--- src/rtl/sdram_req_queue.sv ---
// -----------------------------------------------------------------------------
// sdram_req_queue
//
// Host-side request queue in front of a single-port SDRAM controller. Host
// requests {we, addr, wdata} are buffered in a small in-order FIFO. An issuer
// FSM pops one entry at a time and presents it to the controller as a
// registered strobe plus address/data. The strobe is held until the controller
// acknowledges it. Writes retire on acknowledge. Reads then wait for the
// controller's read-data pulse, which is returned to the host as a one-cycle
// rsp_valid pulse. Only one read is ever outstanding, so responses come back
// in request order.
//
// Parameters
//   HADDR_WIDTH  host byte-address width (bank+row+col)
//   DEPTH        FIFO entries, power of two, >= 2
//
// Ports
//   clk            sole clock, rising edge
//   rst_n          synchronous active-low reset
//   req_valid      host request present
//   req_ready      FIFO can accept (level < DEPTH)
//   req_we         1 = write, 0 = read
//   req_addr       request address
//   req_wdata      write byte (ignored for reads)
//   rsp_valid      one-cycle pulse, rsp_data carries read byte
//   rsp_data       last read byte, held between pulses
//   level          current FIFO occupancy
//   ctl_wr_addr    write address to controller
//   ctl_rd_addr    read address to controller
//   ctl_wr_data    write byte to controller
//   ctl_wr_enable  write strobe, held until ctl_ack
//   ctl_rd_enable  read strobe, held until ctl_ack
//   ctl_ack        controller one-cycle acceptance pulse
//   ctl_rd_ready   controller one-cycle read-data-valid pulse
//   ctl_rd_data    controller read byte, valid with ctl_rd_ready
// -----------------------------------------------------------------------------
module sdram_req_queue #(
    parameter int HADDR_WIDTH = 25,
    parameter int DEPTH       = 4
) (
    input  logic                     clk,
    input  logic                     rst_n,
    input  logic                     req_valid,
    output logic                     req_ready,
    input  logic                     req_we,
    input  logic [HADDR_WIDTH-1:0]   req_addr,
    input  logic [7:0]               req_wdata,
    output logic                     rsp_valid,
    output logic [7:0]               rsp_data,
    output logic [$clog2(DEPTH):0]   level,
    output logic [HADDR_WIDTH-1:0]   ctl_wr_addr,
    output logic [HADDR_WIDTH-1:0]   ctl_rd_addr,
    output logic [7:0]               ctl_wr_data,
    output logic                     ctl_wr_enable,
    output logic                     ctl_rd_enable,
    input  logic                     ctl_ack,
    input  logic                     ctl_rd_ready,
    input  logic [7:0]               ctl_rd_data
);

    localparam int PTR_W = $clog2(DEPTH);
    localparam int LVL_W = PTR_W + 1;
    localparam logic [LVL_W-1:0] DEPTH_L = LVL_W'(DEPTH);

    typedef struct packed {
        logic                   we;
        logic [HADDR_WIDTH-1:0] addr;
        logic [7:0]             wdata;
    } entry_t;

    typedef enum logic [1:0] {
        S_IDLE,
        S_ISSUE,
        S_WAIT_RD
    } state_t;

    // -------------------------------------------------------------------------
    // Request FIFO
    // -------------------------------------------------------------------------
    entry_t            mem_q [DEPTH];
    logic [PTR_W-1:0]  wr_ptr_q, wr_ptr_d;
    logic [PTR_W-1:0]  rd_ptr_q, rd_ptr_d;
    logic [LVL_W-1:0]  level_q,  level_d;

    logic   push;
    logic   pop;
    entry_t head;

    state_t state_q, state_d;

    assign req_ready = (level_q < DEPTH_L);
    assign push      = req_valid && req_ready;
    // The issuer is the only consumer: it takes the head whenever it is idle.
    assign pop       = (state_q == S_IDLE) && (level_q != '0);
    assign head      = mem_q[rd_ptr_q];
    assign level     = level_q;

    always_comb begin
        // NOTE: every signal written here gets a default first, otherwise a
        // path that skips the assignment would infer a latch.
        wr_ptr_d = wr_ptr_q;
        rd_ptr_d = rd_ptr_q;
        level_d  = level_q;
        // DEPTH is a power of two, so plain increment wraps modulo DEPTH.
        if (push) wr_ptr_d = wr_ptr_q + PTR_W'(1);
        if (pop)  rd_ptr_d = rd_ptr_q + PTR_W'(1);
        case ({push, pop})
            2'b10:   level_d = level_q + LVL_W'(1);
            2'b01:   level_d = level_q - LVL_W'(1);
            default: level_d = level_q;   // idle, or push+pop cancel out
        endcase
    end

    always_ff @(posedge clk) begin
        // NOTE: state registers use non-blocking assignments so every flop
        // samples the pre-edge value regardless of block evaluation order.
        if (!rst_n) begin
            wr_ptr_q <= '0;
            rd_ptr_q <= '0;
            level_q  <= '0;
        end else begin
            wr_ptr_q <= wr_ptr_d;
            rd_ptr_q <= rd_ptr_d;
            level_q  <= level_d;
        end
    end

    // NOTE: storage is deliberately not reset; pointers and level already mark
    // every entry invalid, and leaving the array out of reset lets it map to RAM.
    always_ff @(posedge clk) begin
        if (push) begin
            mem_q[wr_ptr_q] <= '{we: req_we, addr: req_addr, wdata: req_wdata};
        end
    end

    // -------------------------------------------------------------------------
    // Issuer FSM
    // -------------------------------------------------------------------------
    logic                   wr_en_q,   wr_en_d;
    logic                   rd_en_q,   rd_en_d;
    logic [HADDR_WIDTH-1:0] wr_addr_q, wr_addr_d;
    logic [HADDR_WIDTH-1:0] rd_addr_q, rd_addr_d;
    logic [7:0]             wr_data_q, wr_data_d;
    logic                   rsp_vld_q, rsp_vld_d;
    logic [7:0]             rsp_dat_q, rsp_dat_d;

    // State register
    always_ff @(posedge clk) begin
        if (!rst_n) state_q <= S_IDLE;
        else        state_q <= state_d;
    end

    // Next-state logic. Acks outside S_ISSUE and read-data pulses outside
    // S_WAIT_RD simply do not appear in the transition conditions.
    always_comb begin
        state_d = state_q;
        case (state_q)
            S_IDLE: begin
                if (pop) state_d = S_ISSUE;
            end
            S_ISSUE: begin
                // No timeout: a refresh can hold off the ack arbitrarily long.
                if (ctl_ack) state_d = wr_en_q ? S_IDLE : S_WAIT_RD;
            end
            S_WAIT_RD: begin
                if (ctl_rd_ready) state_d = S_IDLE;
            end
            default: state_d = S_IDLE;
        endcase
    end

    // Output logic: next values of the registered controller/host outputs.
    // Strobes are loaded on the idle->issue edge, so they are driven straight
    // from flops and stay stable for the whole S_ISSUE period.
    always_comb begin
        wr_en_d   = wr_en_q;
        rd_en_d   = rd_en_q;
        wr_addr_d = wr_addr_q;
        rd_addr_d = rd_addr_q;
        wr_data_d = wr_data_q;
        rsp_vld_d = 1'b0;
        rsp_dat_d = rsp_dat_q;
        case (state_q)
            S_IDLE: begin
                if (pop) begin
                    if (head.we) begin
                        wr_en_d   = 1'b1;
                        wr_addr_d = head.addr;
                        wr_data_d = head.wdata;
                    end else begin
                        rd_en_d   = 1'b1;
                        rd_addr_d = head.addr;
                    end
                end
            end
            S_ISSUE: begin
                if (ctl_ack) begin
                    wr_en_d = 1'b0;
                    rd_en_d = 1'b0;
                end
            end
            S_WAIT_RD: begin
                if (ctl_rd_ready) begin
                    rsp_vld_d = 1'b1;
                    rsp_dat_d = ctl_rd_data;
                end
            end
            default: begin
                wr_en_d = 1'b0;
                rd_en_d = 1'b0;
            end
        endcase
    end

    always_ff @(posedge clk) begin
        if (!rst_n) begin
            wr_en_q   <= 1'b0;
            rd_en_q   <= 1'b0;
            wr_addr_q <= '0;
            rd_addr_q <= '0;
            wr_data_q <= '0;
            rsp_vld_q <= 1'b0;
            rsp_dat_q <= '0;
        end else begin
            wr_en_q   <= wr_en_d;
            rd_en_q   <= rd_en_d;
            wr_addr_q <= wr_addr_d;
            rd_addr_q <= rd_addr_d;
            wr_data_q <= wr_data_d;
            rsp_vld_q <= rsp_vld_d;
            rsp_dat_q <= rsp_dat_d;
        end
    end

    assign ctl_wr_enable = wr_en_q;
    assign ctl_rd_enable = rd_en_q;
    assign ctl_wr_addr   = wr_addr_q;
    assign ctl_rd_addr   = rd_addr_q;
    assign ctl_wr_data   = wr_data_q;
    assign rsp_valid     = rsp_vld_q;
    assign rsp_data      = rsp_dat_q;

endmodule

--- config.mk ---
export PLATFORM = sky130hd
export DESIGN_NAME = sdram_req_queue
export DESIGN_NICKNAME = d
export VERILOG_FILES = /design/src/rtl/sdram_req_queue.sv
export SDC_FILE = /design/constraint.sdc
export NUM_CORES = 1
export LEC_CHECK = 0
export ABC_AREA = 1
export BUFFER_PORTS_ARGS = -buffer_cell sky130_fd_sc_hd__buf_2
export CORE_ASPECT_RATIO = 0.6
export CORE_MARGIN = 4
export CORE_UTILIZATION = 50
export CTS_BUF_LIST = sky130_fd_sc_hd__clkbuf_4 sky130_fd_sc_hd__clkbuf_8
export CTS_CLUSTER_DIAMETER = 100
export CTS_CLUSTER_SIZE = 12
export DETAILED_ROUTE_END_ITERATION = 10
export GPL_ROUTABILITY_DRIVEN = 0
export HOLD_SLACK_MARGIN = 0.08
export PLACE_DENSITY = 0.71
export SYNTH_ARGS = -nofsm -noshare
export SYNTH_HDL_FRONTEND = slang
export SYNTH_SLANG_ARGS = --single-unit
--- constraint.sdc ---
create_clock -name clk -period 3.8 [get_ports clk]
set_clock_uncertainty 0.2 [all_clocks]
set_input_delay 0.57 -clock clk [delete_from_list [all_inputs] [get_ports clk]]
set_output_delay 0.57 -clock clk [all_outputs]
set_load 0.03 [all_outputs]
==> run metrics <==
cell-internal power approximately 4.2 mW; Logic pwr share 35.1%; area of the multi-input gates 2157 µm²; syn avg cell area 11.15 µm²; Worst Path Required 4.01 ns; worst-path maximum fanout 34; RSZ-0062 raised after global routing false; Tcrit/Tclk final 82.61%; Die Wd 172.7 µm; Yosys cell types 27; setup slack, reg-to-reg between 0.6 and 0.7 ns; mapped cell area between 8000 and 9000 µm²; CTS Sinks 216; Hold Crit Class in2reg; clk slew on worst S/H paths 0.08 ns; Core Footprint ~16000 µm²; Synth Warn # 0; startpoint types flop; slew margin rel. 19.68%; H-tree levels 1; I/O Pins between 100 and 150; Routed Antenna Nets 0; first-pass GRT wire length 30680 µm; Placed Area approximately 9000 µm²; final layout net count ~900; Root Buffer clkbuf_8; PortBufs around 120; total track usage 20.75%; Initial Util between 50 and 60%; CTS buffer count 21; Rows 35; post-detail-place hpwl about 12000 µm; number of fillers in the final layout between 1k and 1.5k; setup violators final 0; routed wire length per instance around 18 µm; Net Sw Frac roughly two fifths; Critical Path End Type flop; Power Density roughly 730 nW/µm²; Synth area leaders edfxtp_1 (50%), dfxtp_1 (20%), a21oi_1 (5.7%); # DRC 0; Crit Path Class reg2reg; Post-Synthesis Cells 730; Max Cap Viol 0; vias in the first global route 5655; Net Count, Synth just under 800; vias post-DR 5891; post-route cell area ~9500 µm²; largest net degree at the start of global routing slightly below 50; CP Cell Sequence buf_4 > inv_2 > nand3_2 > nand2_4 > nor2_8 > inv_4 > a21oi_1 > nor2_1; worst-case clock buffer depth 3; Die H about 110 µm; P_sw around 2.8 mW; drt first-iter violations 420; Max stage delay on crit path 0.52 ns; CTS tree yes; register area share after synthesis between 60% and 70%; CP max-delay cell nor2_8; P&R area growth vs syn 17.28%; outcome completed; Final Max Tran Viols 0; Slew @ Worst Pin 1.202 ns; final hold viol count 0; Leak roughly 3.7 nW; Synth top area share between 50% and 60%; Max Freq roughly 0.32 GHz; ratio of cells with drive above 1 in the final layout 20.48%; gr ovfl total 0; final wirelength just under 20000 µm; #FFs+latches synth around 220; setup TNS 0 ns; worst skew pair latency approximately 0.53 ns; Clk network pwr share 20.6%; drt first pass iters 7; crit path DAT approximately 3.4 ns; vias per cell 5.440; initial antenna violation count 1; die area roughly 18000 µm²; Hold Path Origin ctl_rd_data[2]; Flop pwr share ~44%; Tmin final between 3 and 4 ns; Sequential cell area about 5700 µm²; post-CTS setup buffer count 0; maximum vdd drop roughly 0.00043 V; Post-CTS Resized 0; cell taking the most area after synthesis edfxtp_1
cell usage after synthesis, drive strengths merged:
| master | number |
|---|---|
| a211oi | 1 |
| a21oi | 93 |
| buf | 27 |
| clkbuf | 18 |
| dfxtp | 80 |
| edfxtp | 136 |
| fa | 1 |
| ha | 5 |
| inv | 19 |
| nand2 | 127 |
| nand3 | 62 |
| nand3b | 2 |
| nor2 | 70 |
| nor3 | 25 |
| o21ai | 56 |
| o22ai | 8 |
what timing repair did:
item / CTS / global route
setup endpoints to repair: 0 / 0
hold buffers: 31 / 0
endpoints found under the hold margin: 121 / 0
cell families (layout without fill, tap and decap cells):
| family | Yosys count | count (layout) | synth area share [%] |
|---|---|---|---|
| and+or+nand+nor | 286 | 286 | 15.25 |
| adders and majority gates | 6 | 6 | 1.015 |
| buffers and inverters | 64 | 213 | 3.983 |
| DFF | 216 | 216 | 69.88 |
| AOI/OAI and AO/OA | 158 | 158 | 9.872 |
| other | 0 | 1 | 0 |
worst max-delay path: cells and delay by family (launching register included):
kind,cells,cell delay (ns)
buf+inv,3,1.08
simple gates,4,1.08
flops,1,0.41
compound gates,1,0.23
state kept, by name (all words and copies together) (netlist names), named ones only:
name	count
level	3
mem_q	136
ctl_rd_enable	1
rd_ptr_q	2
ctl_wr_addr	25
rsp_valid	1
ctl_rd_addr	25
wr_ptr_q	2
state_q	2
rsp_data	8
ctl_wr_enable	1
ctl_wr_data	8
path summary, 6_finish.rpt:
kind	endpoint	cells past startpoint
worst max-delay path	ctl_wr_addr[23]	8
worst min-delay path	rsp_data[2]	3
worst max register to register	ctl_wr_addr[23]	8
worst min register to register	rsp_data[2]	2
per-stage QoR:
stage | hold WS (ns) | setup slack (ns) | cells | util [%] | total power, mW
floorplan | 0.2362 | 0.7760 | 730 | - | 4.955
global placement | 0.2460 | 0.8029 | 1013 | 56.37 | 5.489
detailed placement | 0.2576 | 0.6924 | 1013 | 56.37 | 5.556
CTS | 0.08619 | 0.6659 | 1082 | 61.02 | 7.003
global route | 0.09229 | 0.4411 | 1083 | 61.04 | 7.401
finish | 0.1145 | 0.6607 | 1083 | 61.04 | 6.977
per-layer routing:
metal  track usage [%]  part of all wire, %  routed length (µm)
met1             30.36                   46                9093
met2             32.52                   44                8688
met4             4.610                  1.3                 246
met5                 0                    0                   0
met3             4.158                  7.9                1550
power groups by stage:
stage	registers (mW)	clock network [mW]	logic (mW)
finish	3.09	1.44	2.45
global route	3.13	1.56	2.71
CTS	3.09	1.46	2.45
detailed placement	3.14	0	2.41
global placement	3.13	0	2.36
floorplan	3.40	0	1.56
cells in the final DEF (no fill, tap or decap):
cell type      count
clkbuf_4          16
o22ai_1            8
buf_2            119
nand2_1          124
nand3_1           60
a21oi_1           93
diode_2            1
buf_4              6
dfxtp_2            2
clkinvlp_4         1
o21ai_0           45
nor2_1            64
edfxtp_1         136
ha_1               5
nor2_8             1
nor2_4             5
inv_1             15
dfxtp_1           78
inv_4              1
clkbuf_8          21
nand3b_1           2
nand3_2            2
a211oi_1           1
nand2_4            2
inv_2              3
nand2_2            1
fa_1               1
dlygate4sd3_1     31
o21ai_1           11
nor3_1            25
layout make-up:
class / count / share of cell area, %
timing repair buffer: 156 / 9.965
sequential: 216 / 59.60
tap: 203 / 2.662
inverter: 19 / 0.7736
clock inverter: 1 / 0.07867
antenna: 1 / 0.02622
clock buffer: 37 / 4.287
multi-input combinational: 450 / 22.60
Power figures use the tool's default switching activity.
